===== config.mk =====
export PLATFORM = sky130hd
export DESIGN_NAME = cmos_capture_roi
export DESIGN_NICKNAME = d
export VERILOG_FILES = /design/src/rtl/cmos_capture_roi.sv
export SDC_FILE = /design/constraint.sdc
export NUM_CORES = 1
export LEC_CHECK = 0
export ABC_AREA = 1
export CAP_MARGIN = 0
export CORE_UTILIZATION = 40
export CTS_CLUSTER_DIAMETER = 120
export CTS_CLUSTER_SIZE = 20
export DETAILED_ROUTE_END_ITERATION = 10
export PLACE_DENSITY_LB_ADDON = 0.3
export SYNTH_ARGS = -nofsm -noshare
export SYNTH_HDL_FRONTEND = slang
export SYNTH_SLANG_ARGS = --single-unit

===== constraint.sdc =====
create_clock -name clk -period 2 [get_ports clk]
set_clock_uncertainty 0.05 [all_clocks]
set_input_delay 0.3 -clock clk [delete_from_list [all_inputs] [get_ports clk]]
set_output_delay 0.3 -clock clk [all_outputs]
set_load 0.05 [all_outputs]

===== src/rtl/cmos_capture_roi.sv =====
// Capture a DVP-style CMOS sensor stream and emit a windowed, decimated pixel stream.
// Raw sensor pins are registered once; everything downstream runs off the registered copies.
module cmos_capture_roi #(
    parameter int unsigned DATA_W      = 8,
    parameter int unsigned BPP         = 2,
    parameter int unsigned WAIT_FRAMES = 10,
    parameter int unsigned DECIM       = 1,
    parameter int unsigned X_START     = 0,
    parameter int unsigned X_END       = 639,
    parameter int unsigned Y_START     = 0,
    parameter int unsigned Y_END       = 479,
    parameter bit          VS_POL      = 1'b1
) (
    input  logic                    clk,
    input  logic                    rst_n,
    input  logic                    init_done,
    input  logic                    cmos_vsync,
    input  logic                    cmos_href,
    input  logic [DATA_W-1:0]       cmos_data,
    output logic [DATA_W*BPP-1:0]   pix_data,
    output logic                    pix_valid,
    output logic                    out_vsync,
    output logic                    out_href,
    output logic                    frame_start,
    output logic                    frame_done,
    output logic                    partial_err,
    output logic [7:0]              frame_cnt
);

    localparam int unsigned PIX_W      = DATA_W * BPP;
    localparam logic [1:0]  BYTE_LAST  = 2'(BPP - 1);
    localparam logic [3:0]  WAIT_LAST  = 4'((WAIT_FRAMES == 0) ? 0 : WAIT_FRAMES - 1);
    localparam logic [3:0]  DECIM_LAST = 4'(DECIM - 1);
    localparam logic [11:0] X_LO       = 12'(X_START);
    localparam logic [11:0] X_HI       = 12'(X_END);
    localparam logic [11:0] Y_LO       = 12'(Y_START);
    localparam logic [11:0] Y_HI       = 12'(Y_END);

    typedef enum logic [1:0] {StIdle, StWait, StRun} state_e;

    state_e state_q, state_d;

    logic              vs_q, vs_prev_q, href_q, href_prev_q;
    logic [DATA_W-1:0] data_q;
    logic              boundary, href_fall;
    logic              run_boundary, wait_tick;
    logic [3:0]        wait_cnt_q, dec_q;
    logic              emit_q, emit_d, emit_start, done_d;
    logic [1:0]        byte_cnt_q;
    logic [11:0]       col_q, row_q;
    logic [12:0]       col_p1, row_p1;
    logic              pix_last, in_roi, hit_d;
    logic [PIX_W-1:0]  shift_q, assembled, asm_q;
    logic              hit_q, hit_last_q, abort_q, open_q;

    always_ff @(posedge clk or negedge rst_n) begin
        if (!rst_n) begin
            vs_q        <= 1'b0;
            vs_prev_q   <= 1'b0;
            href_q      <= 1'b0;
            href_prev_q <= 1'b0;
            data_q      <= '0;
        end else begin
            vs_q        <= cmos_vsync;
            vs_prev_q   <= vs_q;
            href_q      <= cmos_href;
            href_prev_q <= href_q;
            data_q      <= cmos_data;
        end
    end

    assign boundary  = (vs_prev_q == VS_POL) && (vs_q != VS_POL);
    assign href_fall = href_prev_q && !href_q;

    always_ff @(posedge clk or negedge rst_n) begin
        if (!rst_n) state_q <= StIdle;
        else        state_q <= state_d;
    end

    always_comb begin
        state_d = state_q;
        unique case (state_q)
            StIdle: if (init_done) state_d = StWait;
            StWait: if (boundary && (WAIT_FRAMES == 0 || wait_cnt_q == WAIT_LAST)) state_d = StRun;
            StRun:  state_d = StRun;
            default: state_d = StIdle;
        endcase
        if (!init_done) state_d = StIdle;
    end

    // With no wait frames the boundary that leaves WAIT already starts frame 1.
    always_comb begin
        run_boundary = 1'b0;
        wait_tick    = 1'b0;
        unique case (state_q)
            StWait: begin
                wait_tick    = boundary;
                run_boundary = boundary && (WAIT_FRAMES == 0);
            end
            StRun:   run_boundary = boundary;
            default: run_boundary = 1'b0;
        endcase
        run_boundary = run_boundary && init_done;
    end

    always_ff @(posedge clk or negedge rst_n) begin
        if (!rst_n) begin
            wait_cnt_q <= '0;
            dec_q      <= '0;
        end else begin
            if (state_q != StWait) wait_cnt_q <= '0;
            else if (wait_tick)    wait_cnt_q <= wait_cnt_q + 4'd1;
            if (state_q == StIdle)  dec_q <= '0;
            else if (run_boundary) dec_q <= (dec_q == DECIM_LAST) ? 4'd0 : dec_q + 4'd1;
        end
    end

    assign emit_start = run_boundary && (dec_q == 4'd0);
    // A boundary while still emitting closes the frame early.
    assign done_d = emit_q && init_done && (boundary || (href_fall && row_q == Y_HI));

    always_comb begin
        emit_d = emit_q;
        if (!init_done)      emit_d = 1'b0;
        else if (emit_start) emit_d = 1'b1;
        else if (done_d)     emit_d = 1'b0;
    end

    assign col_p1    = {1'b0, col_q} + 13'd1;
    assign row_p1    = {1'b0, row_q} + 13'd1;
    assign in_roi    = (col_p1 > {1'b0, X_LO}) && (col_q <= X_HI) &&
                       (row_p1 > {1'b0, Y_LO}) && (row_q <= Y_HI);
    assign pix_last  = href_q && (byte_cnt_q == BYTE_LAST);
    assign hit_d     = pix_last && !boundary && emit_q && init_done && in_roi;
    assign assembled = (shift_q << DATA_W) | PIX_W'(data_q);

    always_ff @(posedge clk or negedge rst_n) begin
        if (!rst_n) begin
            byte_cnt_q  <= '0;
            col_q       <= '0;
            row_q       <= '0;
            shift_q     <= '0;
            asm_q       <= '0;
            hit_q       <= 1'b0;
            hit_last_q  <= 1'b0;
            abort_q     <= 1'b0;
            partial_err <= 1'b0;
        end else begin
            if (boundary || !href_q) begin
                byte_cnt_q <= '0;
                col_q      <= '0;
            end else if (pix_last) begin
                byte_cnt_q <= '0;
                col_q      <= col_q + 12'd1;
            end else begin
                byte_cnt_q <= byte_cnt_q + 2'd1;
            end
            if (boundary)       row_q <= '0;
            else if (href_fall) row_q <= row_q + 12'd1;
            if (href_q) shift_q <= assembled;
            if (hit_d)  asm_q   <= assembled;
            hit_q      <= hit_d;
            hit_last_q <= hit_d && (col_q == X_HI);
            abort_q    <= !href_q || boundary || !init_done;
            if (href_fall && byte_cnt_q != 2'd0) partial_err <= 1'b1;
        end
    end

    // open_q bridges the byte gaps between ROI pixels so out_href stays high across the row.
    always_ff @(posedge clk or negedge rst_n) begin
        if (!rst_n) begin
            pix_valid   <= 1'b0;
            pix_data    <= '0;
            out_href    <= 1'b0;
            open_q      <= 1'b0;
            emit_q      <= 1'b0;
            out_vsync   <= 1'b0;
            frame_start <= 1'b0;
            frame_done  <= 1'b0;
            frame_cnt   <= '0;
        end else begin
            pix_valid <= hit_q && init_done;
            if (hit_q && init_done) pix_data <= asm_q;
            out_href    <= init_done && (hit_q || (open_q && !abort_q));
            open_q      <= init_done && (hit_q ? !hit_last_q : (open_q && !abort_q));
            emit_q      <= emit_d;
            out_vsync   <= emit_d || done_d;
            frame_start <= emit_start;
            frame_done  <= done_d;
            if (done_d) frame_cnt <= frame_cnt + 8'd1;
        end
    end

endmodule


After elaboration in Yosys (flattened, before gate mapping)
Cells that the tools add are included.
{"block": "totals", "reg_bits": 107, "in_bits": 13, "out_inout_bits": 30, "elab_cells": 107}
{"block": "classes", "addsub": 8, "magnitude_cmp": 4, "n_eq_ne": 8, "mux": 20, "bitwise": 2, "reduce_logical": 39}
{"op": "two-way mux 12 bit", "n": 4}
{"op": "adder 12 x 1 -> 13 bit, second input constant", "n": 2}
{"op": "> comparator 13 x 1 -> 1 bit, second input constant", "n": 2}
{"op": "adder 12 x 1 -> 12 bit, second input constant", "n": 2}
{"op": "logical AND 1 bit", "n": 22}
{"op": "two-way mux 4 bit", "n": 5}
{"op": "OR 16 x 8 -> 16 bit", "n": 1}
{"op": "== test 12 x 10 -> 1 bit, second input constant", "n": 1}
{"op": "== test 12 x 9 -> 1 bit, second input constant", "n": 1}
{"op": "less-or-equal comparator 12 x 10 -> 1 bit, second input constant", "n": 1}
{"op": "less-or-equal comparator 12 x 9 -> 1 bit, second input constant", "n": 1}
{"op": "nonzero test 2 bit", "n": 5}
{"op": "adder 4 x 1 -> 4 bit, second input constant", "n": 2}
{"op": "adder 8 x 1 -> 8 bit, second input constant", "n": 1}
{"op": "two-way mux 2 bit", "n": 4}
{"op": "two-way mux 1 bit", "n": 6}
{"op": "case mux 2 bit (3 select lines)", "n": 1}
{"op": "zero test 1 bit", "n": 5}
{"op": "logical OR 1 bit", "n": 5}
{"op": "== test 2 x 1 -> 1 bit, second input constant", "n": 2}
{"op": "== test 4 bit, second input constant", "n": 1}
{"op": "zero test 4 bit", "n": 1}
{"op": "inequality test 3 bit, second input constant", "n": 1}
{"op": "adder 2 x 1 -> 2 bit, second input constant", "n": 1}
{"op": "4 further kinds", "n": 4}

Depth between registers and ports, before layout
Gate-level depths: netlist (run 1).
{"block": "logic_depth", "word_depth": 9, "mapped_depth": 14, "mapped_depth_nobuf": 13}

Worst setup path before layout (run 1)
OpenSTA, ideal clock, no wires.
{"block": "synth_path", "path_type": "register to register", "startpoint": "reg col_q[1]", "endpoint": "reg asm_q[2]", "setup_time_ns": 0.116, "t_arrival_ns": 1.647, "required_time_ns": 1.834, "slack_ns": 0.186, "stages_incl_launch_ff": 14, "n_path_buf": 1, "synth_period_minus_slack_ns": 1.814, "path_cell_list": "dfrtp_1 ha_1 nand2_2 nor2_2 nand3_1 nand2_1 nor2_1 nand2_1 nor2_2 nor2_4 nand2_4 buf_12 nand2_2 nand2_1"}
{"block": "synth_between", "elab_chain_len": 6, "elab_cells_between_ends": 7, "cone_classes": "add/sub: 1; order compare: 2; reduce/logical: 4"}
{"element": "from (decl)", "line": "50", "rtl": "logic [11:0] col_q, row_q;"}
{"element": "from (signal assigned)", "line": "154", "rtl": "col_q <= col_q + 12'd1;"}
{"element": "adder 12 x 1 -> 13 bit", "line": "129", "rtl": "assign col_p1 = {1'b0, col_q} + 13'd1;"}
{"element": "> comparator 13 x 1 -> 1 bit", "line": "131", "rtl": "assign in_roi = (col_p1 > {1'b0, X_LO}) && (col_q <= X_HI) &&"}
{"element": "logical AND 1 bit (*) (2 in a row)", "line": "131"}
{"element": "logical AND 1 bit (*)", "line": "132", "rtl": "(row_p1 > {1'b0, Y_LO}) && (row_q <= Y_HI);"}
{"element": "logical AND 1 bit (*)", "line": "134", "rtl": "assign hit_d = pix_last && !boundary && emit_q && init_done && in_roi;"}
{"element": "to (signal assigned)", "line": "161", "rtl": "if (hit_d) asm_q <= assembled;"}
{"element": "to (decl)", "line": "53", "rtl": "logic [PIX_W-1:0] shift_q, assembled, asm_q;"}
Every way passes the cells marked *; elsewhere a longest branch is shown, timed or not.
A chain may end at the register's enable or synchronous reset.

Final worst setup path (run 1)
{"block": "layout_path", "startpoint": "reg frame_cnt[0]", "endpoint": "out frame_cnt[0]"}
{"element": "from (decl)", "line": "27", "rtl": "output logic [7:0] frame_cnt"}
{"element": "from (signal assigned)", "line": "190", "rtl": "if (done_d) frame_cnt <= frame_cnt + 8'd1;"}
No word-level cell between the ends.

==> flow_summary.ini, run 1 <==
[outcome]
status = complete, but fails checks
violations = DRC

[clock_network]
clkTransAtPathRegs_ns = 0.07
cts_buffers = 9
clock_latency_ns = 0.36
htree_levels = 3
clockBufferDepth = 2
cts_root_buf = clkbuf_16
cts_tree = done
cts.sinks = 107

[critical_path]
critPathTopFamily = buffers and inverters
path_max_fanout = 4
critPathMaxStageDelay_ns = 0.83
critPathArrivalTime_ns = 1.60
worstSetupPathType = flip-flop to primary output
worstSetupEndpointType = primary output
critPathBufInv = 1
required_ns = 1.65
critPathLaunchType = flip-flop
critPathSlowestCell = clkdlybuf4s50_1
crit_chain = clkdlybuf4s50_1

[synthesis]
synthArstFlopShare = 1.00
ys_warn_count = 0
syn_inst = 540
syn_avg_cell_area_um2 = 8.90
synth_top_cells_by_count = nand2_1, dfrtp_1, nand3_1
synth_flop_cell = dfrtp_1
seq_area_frac_synth = 0.557
synth_edf_count = 0
yosys.area.top_type = dfrtp_1
synth_area_leaders = dfrtp_1, nand2_1, nand3_1, inv_1, ha_1
synth.most_common_cell = nand2_1
synth_top_area_frac = 0.557
syn_area_um2 = 4800
yosysUniqueCellTypes = 33
syn_nets = 564
synth.ff_latch_count = 107

[timing]
period_share = 0.976
fmax_mhz = 512
timing.final.ws_setup_ns = 0.0484
min_period_ns = 1.95
setup_violations = 0
slew_headroom = 0.655
worst_pin_slew_ns = 0.516
hold_violations = 0
rsz0062_at_grt = yes
fin_hold_ws_ns = 0.318
slew_viol_final = 0

[drt]
via_per_inst = 4.94
drt_first_pass_iters = 9
drc = 3
first_iter_violations = 170
avgRoutedWirePerCell_um = 13.2
wl_mm = 9.97
final_antenna_net_count = 0
vias = 3738

[floorplanning]
dieArea_um2 = 12500
core_um2 = 11600
pin_count = 43
placementRows = 39
die-height_um = 112
fp.dieW_um = 112
start_util = 0.415

[place]
hpwl_mm = 7.07
numPortBuffers = 42
gp_congestion = 0.856
dp_cells = 738
pre_cts_ws_ns = 0.0126

[global_route]
antenna_found_initial = 0
grt_pass1_wl_mm = 16.9
grt_max_degree = 60
track_usage = 0.174
grt_pass1_vias = 3579
grt_overflow_total = 0

[power]
p_leak_nw = 2.95
p_comb_frac = 0.101
vdd_ir_drop_max_mv = 0.437
power_density_nw_per_um2 = 782
switching_share = 0.260
p_int_mw = 3.44
power_frac_clock = 0.391
p_sw_mw = 1.21
p_seq_frac = 0.508

[layout]
final_nets = 633
syn2layout_area_growth_pct = 23.7
drive_gt1_frac = 0.129
fin_cells = 757
antenna_cells = 0

[min_path]
min_path_type = flip-flop to flip-flop

[run]
max-cap-violations = 0
==> cells in the final DEF (no fill, tap or decap), types with 2 or more instances in the layout <==
master	Yosys	layout
buf_6	0	5
o21ai_1	0	2
ha_4	0	2
xnor2_1	6	6
o22ai_1	12	12
nand2_1	181	178
inv_2	2	3
nor3_1	5	5
inv_1	48	47
clkbuf_16	0	9
dlymetal6s2s_1	0	2
nand3_2	2	3
inv_6	0	2
a21oi_1	4	4
nand3b_1	2	2
buf_4	2	18
nand2_2	13	15
clkdlybuf4s50_1	0	39
nand3_1	50	49
nor2_4	6	8
xor2_1	7	6
dfrtp_1	107	107
nor2_2	6	4
nand4_1	9	9
o21ai_0	21	19
nor2_1	30	30
ha_1	11	9
==> registers in the layout (all words and copies together), names as in the netlist, 2 cells and up <==
signal / count
byte_cnt_q: 2
col_q: 12
dec_q: 4
frame_cnt: 8
pix_data: 16
row_q: 12
state_q: 2
wait_cnt_q: 4
data_q: 8
asm_q: 16
shift_q: 8
==> power groups by stage <==
stage / logic, mW / registers [mW] / clock network (mW)
after detailed placement: 0.467 / 2.39 / 0
after CTS: 0.471 / 2.35 / 1.86
after global placement: 0.440 / 2.39 / 0
final: 0.470 / 2.36 / 1.82
after floorplan: 0.226 / 2.42 / 0
after global routing: 0.536 / 2.37 / 1.94
==> cell families (layout without fill, tap and decap cells) <==
kind of cell | Yosys count | count (layout) | synth area share
compound gates | 41 | 41 | 0.0482
xor+xnor | 13 | 13 | 0.0237
fa+ha+maj | 11 | 11 | 0.0287
buf+inv | 60 | 134 | 0.0526
flops | 107 | 107 | 0.557
simple gates | 308 | 308 | 0.289
==> metal layers <==
metal / vias up / routed length [um] / global-route usage
li1: 1871 / - / -
met5: - / 0 / 0
met3: 22 / 419 / 0.0386
met4: 0 / 260 / 0.0946
met1: 1763 / 4790 / 0.236
met2: 82 / 4510 / 0.258
==> cell type report <==
class | instances | area [um^2]
multi-input combinational | 373 | 1940
timing repair buffer | 67 | 652
clock buffer | 10 | 229
inverter | 51 | 191
fill | 1088 | 5620
tap | 143 | 179
sequential | 107 | 2680
clock inverter | 6 | 71.3
==> path summary, 6_finish.rpt <==
kind                                          startpoint                        to  slack, ns  cells past startpoint
worst max-delay path            frame_cnt[0]$_DFFE_PN0P_              frame_cnt[0]       0.05                      1
worst min-delay path                      vs_q$_DFF_PN0_       vs_prev_q$_DFF_PN0_       0.32                      0
worst max register to register      row_q[1]$_DFFE_PN0P_      asm_q[4]$_DFFE_PN0P_       0.07                     11
worst min register to register            vs_q$_DFF_PN0_       vs_prev_q$_DFF_PN0_       0.32                      0
max in group asynchronous                          rst_n       data_q[3]$_DFF_PN0_       0.89                      3
min in group asynchronous                          rst_n  pix_data[11]$_DFFE_PN0P_       0.36                      2
==> what timing repair did <==
item / CTS / global route
endpoints found under the hold margin: 27 / 0
gates resized for setup: 0 / 26
endpoints found under the setup margin: 0 / 20
buffers inserted: 0 / 1
hold buffers: 1 / 0
==> metrics by stage <==
stage                     utilization  power [mW]  area (um^2)  TNS (ns)
after global routing            0.514        4.85         5940    -0.458
after global placement          0.477        2.83         5520         0
after CTS                       0.504        4.68         5830         0
after detailed placement        0.477        2.86         5520         0
after floorplan                     -        2.65         4800         0
final                           0.514        4.64         5940         0
No activity file was read; power rests on OpenSTA's default activity.
==> run 2: changes to the inputs <==
--- a/config.mk
+++ b/config.mk
@@ -11,7 +11,8 @@
 export CTS_CLUSTER_DIAMETER = 120
 export CTS_CLUSTER_SIZE = 20
 export DETAILED_ROUTE_END_ITERATION = 10
-export PLACE_DENSITY_LB_ADDON = 0.3
+export HOLD_SLACK_MARGIN = 0.06
+export PLACE_DENSITY = 0.7
 export SYNTH_ARGS = -nofsm -noshare
 export SYNTH_HDL_FRONTEND = slang
 export SYNTH_SLANG_ARGS = --single-unit
==> run 2 against run 1 <==
- the flow still finishes with violations (DRC)
- setup slack improved by 0.016 ns
- sequential power barely moved
- cell area fell by 0.13%
- via count did not move
- final cell count fell by 0.53%
- die area did not move
- global-route usage rose by 0.13 points
- wire length rose by 1.6%
- maximum frequency rose by 0.80%
- clock-buffer cell count did not move
==> flow_summary.ini, run 2 (synthesized netlist as in run 1, its figures left out) <==
[layout]
drive_gt1_frac = 0.133
fin_cells = 753
final_cell_mix = nand2_1, dfrtp_1, nand3_1, inv_1, clkdlybuf4s50_1
final_nets = 629
fin_area_um2 = 5930
fin_util = 0.513
antenna_cells = 0
syn2layout_area_growth_pct = 23.5
layout_commonest_cell = nand2_1
top_regs = asm_q x16, pix_data x16

[drt]
avgRoutedWirePerCell_um = 13.4
drc = 3
final_antenna_net_count = 0
via_per_inst = 4.96
drt_first_pass_iters = 7
vias = 3738
first_iter_violations = 236
wl_mm = 10.1

[timing]
hold_violations = 0
period_share = 0.968
timing.final.ws_setup_ns = 0.0639
setup-tns-final_ns = 0
slew_headroom = 0.634
slew_viol_final = 0
rsz0062_at_grt = yes
worst_pin_slew_ns = 0.548
setup_violations = 0
fmax_mhz = 517
min_period_ns = 1.94

[power]
power_density_nw_per_um2 = 772
p_leak_nw = 2.93
vdd_ir_drop_max_mv = 0.562

[place]
hpwl_mm = 7.08
numPortBuffers = 42
place_area_um2 = 5480
pre_cts_ws_ns = 0.0309
dp_cells = 733
gp_congestion = 0.836

[global_route]
grt_overflow_total = 0
grt_pass1_vias = 3735
antenna_found_initial = 0
grt_pass1_wl_mm = 17.5
grt_max_degree = 108
track_usage = 0.175

[critical_path]
path_max_fanout = 4
critPathMaxStageDelay_ns = 0.84
worstSetupPathType = flip-flop to primary output
ff2ff_setup_slack_ns = 0.07
worstRegToRegCells = 14
critPathBufInv = 1
critPathSlowestCell = clkdlybuf4s50_1
required_ns = 1.65
critical_path_depth = 1
crit_chain = clkdlybuf4s50_1
critPathArrivalTime_ns = 1.59
worstSetupEndpointType = primary output
critPathTopFamily = buffers and inverters
critPathLaunchType = flip-flop

[outcome]
violations = DRC
status = complete, but fails checks

[floorplanning]
placementRows = 39
dieArea_um2 = 12500
core_um2 = 11600
start_util = 0.415
die-height_um = 112
fp.dieW_um = 112
pin_count = 43

[min_path]
whs_path_depth = 1
min_path_type = input port to flip-flop

[clock_network]
clockBufferDepth = 2
clkTransAtPathRegs_ns = 0.07
cts_root_buf = clkbuf_16
cts.sinks = 107
clock_latency_ns = 0.34
cts_buffers = 9
htree_levels = 3
cts_tree = done

[run]
max-cap-violations = 0
-- run 2: cell count changes in the layout (fill, tap and decap cells not counted), moves of 2 or more --
cell | before | now
buf_4 | 18 | 15
inv_6 | 2 | 0
nand3_2 | 3 | 5
dfrtp_1 | 107 | 105
dfrtp_2 | 0 | 2
buf_6 | 5 | 2
clkinv_4 | 0 | 2
nand3_1 | 49 | 47
-- run 2: worst paths after layout --
kind | start | end
worst max register to register | col_q[1]$_DFFE_PN0P_ | asm_q[12]$_DFFE_PN0P_
worst min-delay path | cmos_data[0] | data_q[0]$_DFF_PN0_
worst min register to register | vs_q$_DFF_PN0_ | vs_prev_q$_DFF_PN0_
max in group asynchronous | rst_n | col_q[0]$_DFFE_PN0P_
min in group asynchronous | rst_n | row_q[5]$_DFFE_PN0P_
worst max-delay path | frame_cnt[0]$_DFFE_PN0P_ | frame_cnt[0]
-- run 2: per-stage QoR --
stage          power (mW)  hold WS, ns
4_1_cts              4.63        0.334
2_1_floorplan        2.65      -0.0456
3_5_place_dp         2.84        0.312
5_1_grt              4.80        0.324
6_report             4.58        0.343
3_3_place_gp         2.82        0.304
-- run 2: metal layers --
metal  part of all wire  up-vias  global-route usage
met5                  0        -                   0
met2               0.48       85               0.281
met1               0.45     1787               0.238
met4              0.013        0              0.0486
li1                   -     1856                   -
met3              0.054       10              0.0397
-- run 2: layout make-up --
cell class | instances | area (um^2)
fill | 1048 | 5630
sequential | 107 | 2680
multi-input combinational | 373 | 1940
timing repair buffer | 63 | 638
clock buffer | 10 | 239
inverter | 51 | 191
tap | 143 | 179
clock inverter | 6 | 65.1
-- run 2: what timing repair did --
item	CTS	global route
resized for setup	1	27
endpoints found under the setup margin	3	19
gates cloned	0	1
hold buffers	1	0
setup buffers	0	2
pin swaps	0	8
endpoints found under the hold margin	107	0
-- run 2: power breakdown --
group / total [mW] / internal, mW / leakage (nW) / switching (mW)
logic: 0.453 / 0.164 / 1.35 / 0.289
clock network: 1.77 / 1.00 / 0.148 / 0.765
registers: 2.36 / 2.28 / 1.43 / 0.0825
total: 4.58 / 3.45 / 2.93 / 1.14
